## config.mk

```make
export PLATFORM = sky130hd
export DESIGN_NAME = peri_bus_bridge
export DESIGN_NICKNAME = d
export VERILOG_FILES = /design/src/rtl/peri_bus_bridge.sv
export SDC_FILE = /design/constraint.sdc
export NUM_CORES = 1
export LEC_CHECK = 0
export CAP_MARGIN = 20
export CORE_UTILIZATION = 45
export CTS_CLUSTER_DIAMETER = 30
export DETAILED_ROUTE_END_ITERATION = 7
export PLACE_DENSITY_LB_ADDON = 0.1
export REMOVE_ABC_BUFFERS = 1
export SETUP_SLACK_MARGIN = 0.15
export SLEW_MARGIN = 10
export SYNTH_ARGS = -nofsm -noshare
export SYNTH_HDL_FRONTEND = slang
export SYNTH_SLANG_ARGS = --single-unit
export TNS_END_PERCENT = 30
```

## constraint.sdc

```tcl
create_clock -name clk -period 2.99 [get_ports clk]
set_input_delay 0.897 -clock clk [delete_from_list [all_inputs] [get_ports clk]]
set_output_delay 0.897 -clock clk [all_outputs]
set_load 0.03 [all_outputs]
```

## src/rtl/peri_bus_bridge.sv

```systemverilog
// peri_bus_bridge: single-outstanding core-to-peripheral bus initiator
// with address decode, one-hot selects and per-access watchdog.
package peri_bus_pkg;

  typedef struct packed {
    logic [31:0] addr;
    logic [31:0] w_data;
    logic [3:0]  sel_byte;
    logic        w_en;
    logic        req;
  } type_dbus2peri_s;

  typedef struct packed {
    logic [31:0] r_data;
    logic        ack;
  } type_peri2dbus_s;

endpackage

module peri_bus_bridge
  import peri_bus_pkg::*;
#(
  parameter logic [31:0] GPIOA_BASE = 32'h9000_0000,
  parameter logic [31:0] GPIOB_BASE = 32'h9000_0100,
  parameter logic [31:0] GPIOC_BASE = 32'h9000_0200,
  parameter logic [31:0] GPSW_BASE  = 32'h9000_0300,
  parameter logic [31:0] GPLED_BASE = 32'h9000_0400,
  parameter int          TIMEOUT_CYCLES = 255
) (
  input  logic            clk,
  input  logic            rst_n,
  input  logic            req_valid_i,
  output logic            req_ready_o,
  input  logic [31:0]     req_addr_i,
  input  logic [31:0]     req_wdata_i,
  input  logic            req_we_i,
  input  logic [3:0]      req_be_i,
  output logic            rsp_valid_o,
  output logic [31:0]     rsp_rdata_o,
  output logic            rsp_err_o,
  output type_dbus2peri_s dbus2peri_o,
  input  type_peri2dbus_s peri2dbus_i,
  output logic            gpioA_sel_o,
  output logic            gpioB_sel_o,
  output logic            gpioC_sel_o,
  output logic            gpsw_sel_o,
  output logic            gpled_sel_o
);

  localparam int CNT_W = $clog2(TIMEOUT_CYCLES + 1);
  localparam logic [CNT_W-1:0] CNT_TO =
    CNT_W'(TIMEOUT_CYCLES);

  typedef enum logic [1:0] {
    IDLE   = 2'd0,
    ACCESS = 2'd1,
    RESP   = 2'd2
  } state_e;

  state_e           state_q, state_d;
  logic [31:0]      addr_q, addr_d;
  logic [31:0]      wdata_q, wdata_d;
  logic             we_q, we_d;
  logic [3:0]       be_q, be_d;
  logic [4:0]       sel_q, sel_d;
  logic [CNT_W-1:0] cnt_q, cnt_d;
  logic [31:0]      rdata_q, rdata_d;
  logic             err_q, err_d;

  logic [4:0]       dec_sel;
  logic [CNT_W-1:0] cnt_inc;
  logic             in_access;

  // Region decode on the upper 24 address bits; bit order {led,sw,c,b,a}
  always_comb begin
    dec_sel    = '0;
    dec_sel[0] = req_addr_i[31:8] == GPIOA_BASE[31:8];
    dec_sel[1] = req_addr_i[31:8] == GPIOB_BASE[31:8];
    dec_sel[2] = req_addr_i[31:8] == GPIOC_BASE[31:8];
    dec_sel[3] = req_addr_i[31:8] == GPSW_BASE[31:8];
    dec_sel[4] = req_addr_i[31:8] == GPLED_BASE[31:8];
  end

  // Saturating watchdog increment
  always_comb begin
    cnt_inc = (cnt_q == CNT_TO) ? cnt_q
                                : cnt_q + CNT_W'(1);
  end

  // Next-state and captured-response logic
  always_comb begin
    state_d = state_q;
    addr_d  = addr_q;
    wdata_d = wdata_q;
    we_d    = we_q;
    be_d    = be_q;
    sel_d   = sel_q;
    cnt_d   = cnt_q;
    rdata_d = '0;
    err_d   = 1'b0;
    unique case (state_q)
      IDLE: begin
        if (req_valid_i) begin
          addr_d  = req_addr_i;
          wdata_d = req_wdata_i;
          we_d    = req_we_i;
          be_d    = req_be_i;
          sel_d   = dec_sel;
          cnt_d   = '0;
          if (|dec_sel) begin
            state_d = ACCESS;
          end else begin
            state_d = RESP;
            err_d   = 1'b1;
          end
        end
      end
      ACCESS: begin
        if (peri2dbus_i.ack) begin
          state_d = RESP;
          rdata_d = we_q ? 32'h0
                         : peri2dbus_i.r_data;
        end else begin
          cnt_d = cnt_inc;
          if (cnt_inc == CNT_TO) begin
            state_d = RESP;
            err_d   = 1'b1;
          end
        end
      end
      RESP: begin
        state_d = IDLE;
      end
      default: begin
        state_d = IDLE;
      end
    endcase
  end

  // State and datapath registers with synchronous reset
  always_ff @(posedge clk) begin
    if (!rst_n) begin
      state_q <= IDLE;
      addr_q  <= '0;
      wdata_q <= '0;
      we_q    <= 1'b0;
      be_q    <= '0;
      sel_q   <= '0;
      cnt_q   <= '0;
      rdata_q <= '0;
      err_q   <= 1'b0;
    end else begin
      state_q <= state_d;
      addr_q  <= addr_d;
      wdata_q <= wdata_d;
      we_q    <= we_d;
      be_q    <= be_d;
      sel_q   <= sel_d;
      cnt_q   <= cnt_d;
      rdata_q <= rdata_d;
      err_q   <= err_d;
    end
  end

  assign in_access   = state_q == ACCESS;
  assign req_ready_o = rst_n && (state_q == IDLE);
  assign rsp_valid_o = state_q == RESP;
  assign rsp_rdata_o = rdata_q;
  assign rsp_err_o   = err_q;

  // Bus request and selects only driven during ACCESS
  always_comb begin
    dbus2peri_o = '0;
    if (in_access) begin
      dbus2peri_o.addr     = addr_q;
      dbus2peri_o.w_data   = wdata_q;
      dbus2peri_o.sel_byte = be_q;
      dbus2peri_o.w_en     = we_q;
      dbus2peri_o.req      = 1'b1;
    end
  end

  assign gpioA_sel_o = in_access & sel_q[0];
  assign gpioB_sel_o = in_access & sel_q[1];
  assign gpioC_sel_o = in_access & sel_q[2];
  assign gpsw_sel_o  = in_access & sel_q[3];
  assign gpled_sel_o = in_access & sel_q[4];

endmodule

```

==> results of run 1 <==
-- power breakdown --
part / leakage [µW] / switching [µW] / total [µW] / internal, µW
Clock: 0.000253 / 730 / 1830 / 1100
Combinational: 0.00190 / 130 / 312 / 183
Sequential: 0.000954 / 24.2 / 1640 / 1620
-- area by class of cell --
class	count	area, µm²
fill	824	2810
clock buffer	17	414
timing repair buffer	229	2160
clock inverter	15	134
multi-input combinational	417	2370
inverter	4	15.0
sequential	117	2340
tap	136	170
-- layer usage --
metal / vias to the layer above / wire length [µm]
li1: 2302 / -
met5: - / 0
met3: 20 / 1170
met4: 0 / 248
met2: 205 / 6250
met1: 2106 / 5490
-- what timing repair did --
action                                  4_1_cts  5_1_grt
endpoints found under the setup margin       70       70
cloned                                        0        0
gates resized for setup                     114       32
-- flip-flops by register name (all words and copies together), names as in the netlist --
signal and count:
addr_q 32, cnt_q 8, wdata_q 32, state_q 2
rsp_err_o 1, we_q 1, rsp_rdata_o 32, be_q 4
sel_q 5
-- worst max path at each step --
stage,to,depth (start not counted),start
finish,dbus2peri_o[65],4,state_q[1]
floorplan,cnt_q[0],4,req_valid_i
CTS,dbus2peri_o[42],4,state_q[1]
global placement,rsp_err_o,6,req_addr_i[23]
global route,dbus2peri_o[68],4,state_q[1]
detailed placement,rsp_err_o,6,req_addr_i[23]
-- logic make-up (layout without fill, tap and decap cells) --
family                     count (synthesis)  after routing  synth area share [%]
and+or+nand+nor                          311            311                  32.2
AOI/OAI and AO/OA                        104            104                  15.6
buffers and inverters                     44            265                  3.70
xor gates and xnor gates                   1              1                 0.180
DFF                                      117            117                  48.1
adders and majority gates                  1              1                 0.257
-- cells in the mapped netlist, drive strengths merged (2+ instances only) --
| cell type | n | area, µm² |
|---|---|---|
| nor3b | 4 | 30.0 |
| nand3 | 5 | 25.0 |
| a211oi | 2 | 25.0 |
| nand2 | 145 | 544 |
| nor3 | 3 | 15.0 |
| clkbuf | 32 | 120 |
| nand4 | 6 | 37.5 |
| nor2b | 4 | 25.0 |
| and2 | 109 | 682 |
| or4 | 2 | 18.8 |
| or3b | 3 | 26.3 |
| a21oi | 4 | 20.0 |
| dfxtp | 117 | 2340 |
| or3 | 4 | 25.0 |
| nor2 | 13 | 48.8 |
| nor4 | 5 | 31.3 |
| and3 | 3 | 18.8 |
| a21boi | 77 | 578 |
| inv | 4 | 15.0 |
| o21ai | 12 | 60.1 |
| buf | 8 | 45.0 |
-- worst reg2reg max path, stage by stage (launching register included) --
cell and delay (ns):
dfxtp_1 0.43, ha_1 0.34, xnor2_1 0.10, o32a_1 0.32, o41ai_1 0.46, a21oi_1 0.14
-- stage by stage --
stage	TNS, ns	total power (µW)	cell area [µm²]	std cells	setup slack, ns
2_1_floorplan	-252.02	1780	4710	538	-2.72
3_3_place_gp	0	1980	7170	903	0.135
3_5_place_dp	0	1990	7170	903	0.0906
4_1_cts	0	3830	7680	935	0.159
5_1_grt	0	3930	7600	935	0.0942
6_report	0	3780	7600	935	0.212
==> reports/metrics.yaml, run 1 <==
cp.required_ns: 2.09
max_stage_delay_ns: 0.40
slew_headroom_pct: 50.4
drive_above_1_share_pct: 12.4
synth-seq-area-share_pct: 48.1
synth_cells: 578
hold-worst-slack_ns: 0.456
period_minus_slack_ns: 2.78
syn2layout_area_growth_pct: 56.0
path_delay_family: "buffers and inverters"
initial_core_util_pct: 46.8
hold_viol: 0
grt_max_degree: 88
max_freq_mhz: 360
p_leak_uw: 0.00311
crit_arrival_ns: 1.88
cts_buffers: 17
r2r-start: "cnt_q[0]"
yosys_warnings: 0
skew_ns: 0.00614
synth_ff_type: "dfxtp_1"
via_per_inst: 4.96
die_y_um: 106
utilization_pct: 73.0
whs_path_depth: 2
drt_iter0_drc: 256
hold_class: "reg -> reg"
worstPathMaxFanout: 49
grt_usage_pct: 24.1
rows: 37
holdPathEnd: "wdata_q[30]"
syn_area_um2: 4870
hold_start: "wdata_q[30]"
grt_pass1_vias: 4508
final_common_cell: "nand2_1"
synth.distinct_cells: 41
final_cell_mix: "nand2_1 (144), clkdlybuf4s50_1 (137), dfxtp_1 (117)"
root_buffer: "clkbuf_8"
cts_max_level: 4
routed_wl_um: 13100
antenna_cells: 0
cts_hold_buf: 0
gp_congestion: 0.873
tightest_slew_ns: 0.743
clock_latency_ns: 0.52
cts_sinks: 117
path_clk_slew_ns: 0.05
peakVddDrop_mv: 0.358
crit_type: "reg -> out"
antenna_found_initial: 0
max_cap_violations: 0
crit_chain: "nor2b_4, buf_12, and2_1, dlygate4sd2_1"
grt_use_met2_pct: 40.9
rrSetupSlack_ns: 1.06
reg2regPathDepth: 5
drtAntennaViolNets: 0
cp-end-kind: "primary output"
p_per_area_nw_per_um2: 497
r2r-end: "state_q[0]"
maxSlewViolCount: 0
grt_pass1_wl_um: 21100
nNetsFinal: 892
synth_edf_count: 0
design.die.area_um2: 11200
drcViolationCount: 0
gr-total-overflow: 0
io_pins: 215
cts_tree: "done"
postCtsSetupRepairBufs: 0
cp-start-kind: "flip-flop"
outcome: "finished, final reports clean"
die_w_um: 106
cp_slowest_cell: "dfxtp_1"
syn_avg_cell_area_um2: 8.43
core_um2: 10400
dp_hpwl_um: 9040
period_share_pct: 92.9
finalSetupViolCount: 0
vias: 4633
portBuffers: 214
cp_num_buf_inv: 2
ys_ff_latch: 117
synthArstFlopShare_pct: 0
dr.pass1.iters: 4
wl_per_cell_um: 14.1
busiest_layer: "met2"
grt_util_met3_pct: 9.81
rsz0062_at_grt: "true"
cts_buffer_depth: 2
grtUsageMet1_pct: 26.6
(Power assumes the default switching activity.)
==> inputs of run 2 (changes only) <==
Settings changed: CORE_UTILIZATION 45 to 25.
==> run 2 against run 1 <==
  * Sequential share of layout area fell by 1.2 points
  * Clock-buffer cell count rose by 3
  * Flip-flop and latch count did not move
  * Die area rose by 78%
  * Via count fell by 1.5%
  * First-iteration DRC count fell by 17%
  * Maximum frequency fell by 1.1%
  * Clock power rose by 13%
  * Power rose by 6.5%
  * Register-to-register slack got worse by 0.08 ns
  * Wire length rose by 12%
  * Non-clock buffer count rose by 3
  * Critical path type unchanged
==> reports/metrics.yaml, run 2 (same netlist as run 1, synthesis figures left out) <==
hold_class: "reg -> reg"
nNetsFinal: 895  # +0.34%
outcome: "finished, final reports clean"
core_um2: 18900  # +81%
finalSetupViolCount: 0  # unchanged
crit_arrival_ns: 1.91  # +0.03 ns
skew_ns: 0.00760  # +0.00146 ns
path_clk_slew_ns: 0.05  # about the same
drtAntennaViolNets: 0  # unchanged
grt_pass1_vias: 4454  # -1.2%
grt_use_met2_pct: 22.5  # -18 points
final_cell_mix: "nand2_1 (144), clkdlybuf4s50_1 (143), dfxtp_1 (117)"
design.die.area_um2: 20100  # +78%
die_y_um: 142  # +34%
portBuffers: 214  # unchanged
maxSlewViolCount: 0  # unchanged
cts_hold_buf: 0  # unchanged
max_cap_violations: 0  # unchanged
dr.pass1.iters: 4  # unchanged
max_freq_mhz: 356  # -1.1%
routed_wl_um: 14800  # +12%
gr-total-overflow: 0  # unchanged
worst_slack_ns: 0.180  # -0.0321 ns
die_w_um: 142  # +34%
root_buffer: "clkbuf_16"
worstPathMaxFanout: 8  # -84%
vias: 4564  # -1.5%
syn2layout_area_growth_pct: 62.6
hold_viol: 0  # unchanged
period_share_pct: 94.0  # +1.1 points
rsz0062_at_grt: "true"
clock_latency_ns: 0.41  # -0.11 ns
cts_sinks: 117  # unchanged
max_stage_delay_ns: 0.70  # +0.30 ns
p_leak_uw: 0.00320  # +2.8%
cts_buffers: 17  # unchanged
crit_chain: "nor2b_4, and2_1, clkdlybuf4s50_1"
period_minus_slack_ns: 2.81  # +0.0321 ns
antenna_cells: 0  # unchanged
antenna_found_initial: 0  # unchanged
post-place-ws_ns: -0.0127  # -0.103 ns
grt_util_met3_pct: 6.82  # -3.0 points
wl_per_cell_um: 13.9  # -1.2%
via_per_inst: 4.30  # -13%
cp.required_ns: 2.09  # about the same
grtUsageMet1_pct: 18.4  # -8.2 points
cts_max_level: 4  # unchanged
cts_tree: "done"
cp-start-kind: "flip-flop"
hold-worst-slack_ns: 0.459  # +0.00205 ns
cp_slowest_cell: "clkdlybuf4s50_1"
drive_above_1_share_pct: 13.5  # +1.1 points
tightest_slew_ns: 0.815  # +0.0715 ns
grt_max_degree: 88  # unchanged
crit_type: "reg -> out"
grt_pass1_wl_um: 23000  # +9.3%
dp_hpwl_um: 10200  # +13%
initial_core_util_pct: 25.8  # -21 points
grt_usage_pct: 14.9  # -9.2 points
cp-end-kind: "primary output"
gp_congestion: 0.767  # -12%
drt_iter0_drc: 212  # -17%
cts_buffer_depth: 2  # unchanged
slew_headroom_pct: 45.7  # -4.8 points
rows: 50  # +35%
p_per_area_nw_per_um2: 508  # +2.2%
peakVddDrop_mv: 0.362  # +1.3%
io_pins: 215  # unchanged
drcViolationCount: 0  # unchanged
busiest_layer: "met2"
final_common_cell: "nand2_1"
run 2: repair_timing:
action                                  CTS  global route
endpoints found under the setup margin   61            45
pin swaps                                 0             0
setup buffers                             0             1
gates resized for setup                  18             4
run 2: power by group:
| group | internal (µW) | switching (µW) |
|---|---|---|
| combinational | 188 | 135 |
| clock | 1330 | 734 |
| sequential | 1620 | 22.6 |
run 2: layout make-up:
cell class              instances  area (µm²)
clock buffers                  20         447
clock inverters                12         154
fillers                      1889       11000
inverters                       4        15.0
multi-input cells             417        2370
flip-flops and latches        117        2340
well taps                     260         325
repair buffers                232        2270
run 2: through the flow:
step | instances | TNS [ns] | util [%] | area (µm²) | total power, µW
final | 1062 | 0 | 41.9 | 7920 | 4030
after global routing | 1062 | 0 | 41.9 | 7920 | 4200
after CTS | 1061 | 0 | 41.8 | 7900 | 4100
after detailed placement | 1029 | -0.0230 | 38.8 | 7320 | 2000
after global placement | 1029 | -0.0162 | 38.8 | 7320 | 1990
after floorplan | 538 | -252.02 | - | 4710 | 1780
run 2: metal layers:
layer	part of all wire (%)	wire, µm
met5	0	0
met4	1.4	208
met3	11	1560
met2	42	6260
met1	46	6730
run 2: worst max-delay path: cells and delay by family, from the launching register on:
kind	cells	cell delay, ns
buffers and inverters	1	0.70
AND/OR/NAND/NOR	2	0.48
flip-flops	1	0.32
run 2: path summary, 6_finish.rpt:
check                                start             end  slack (ns)  cells after the start
worst max-delay path            state_q[0]  dbus2peri_o[1]        0.18                      3
worst min-delay path            wdata_q[9]      wdata_q[9]        0.46                      2
worst max register to register    cnt_q[0]      state_q[1]        0.98                      5
worst min register to register  wdata_q[9]      wdata_q[9]        0.46                      2
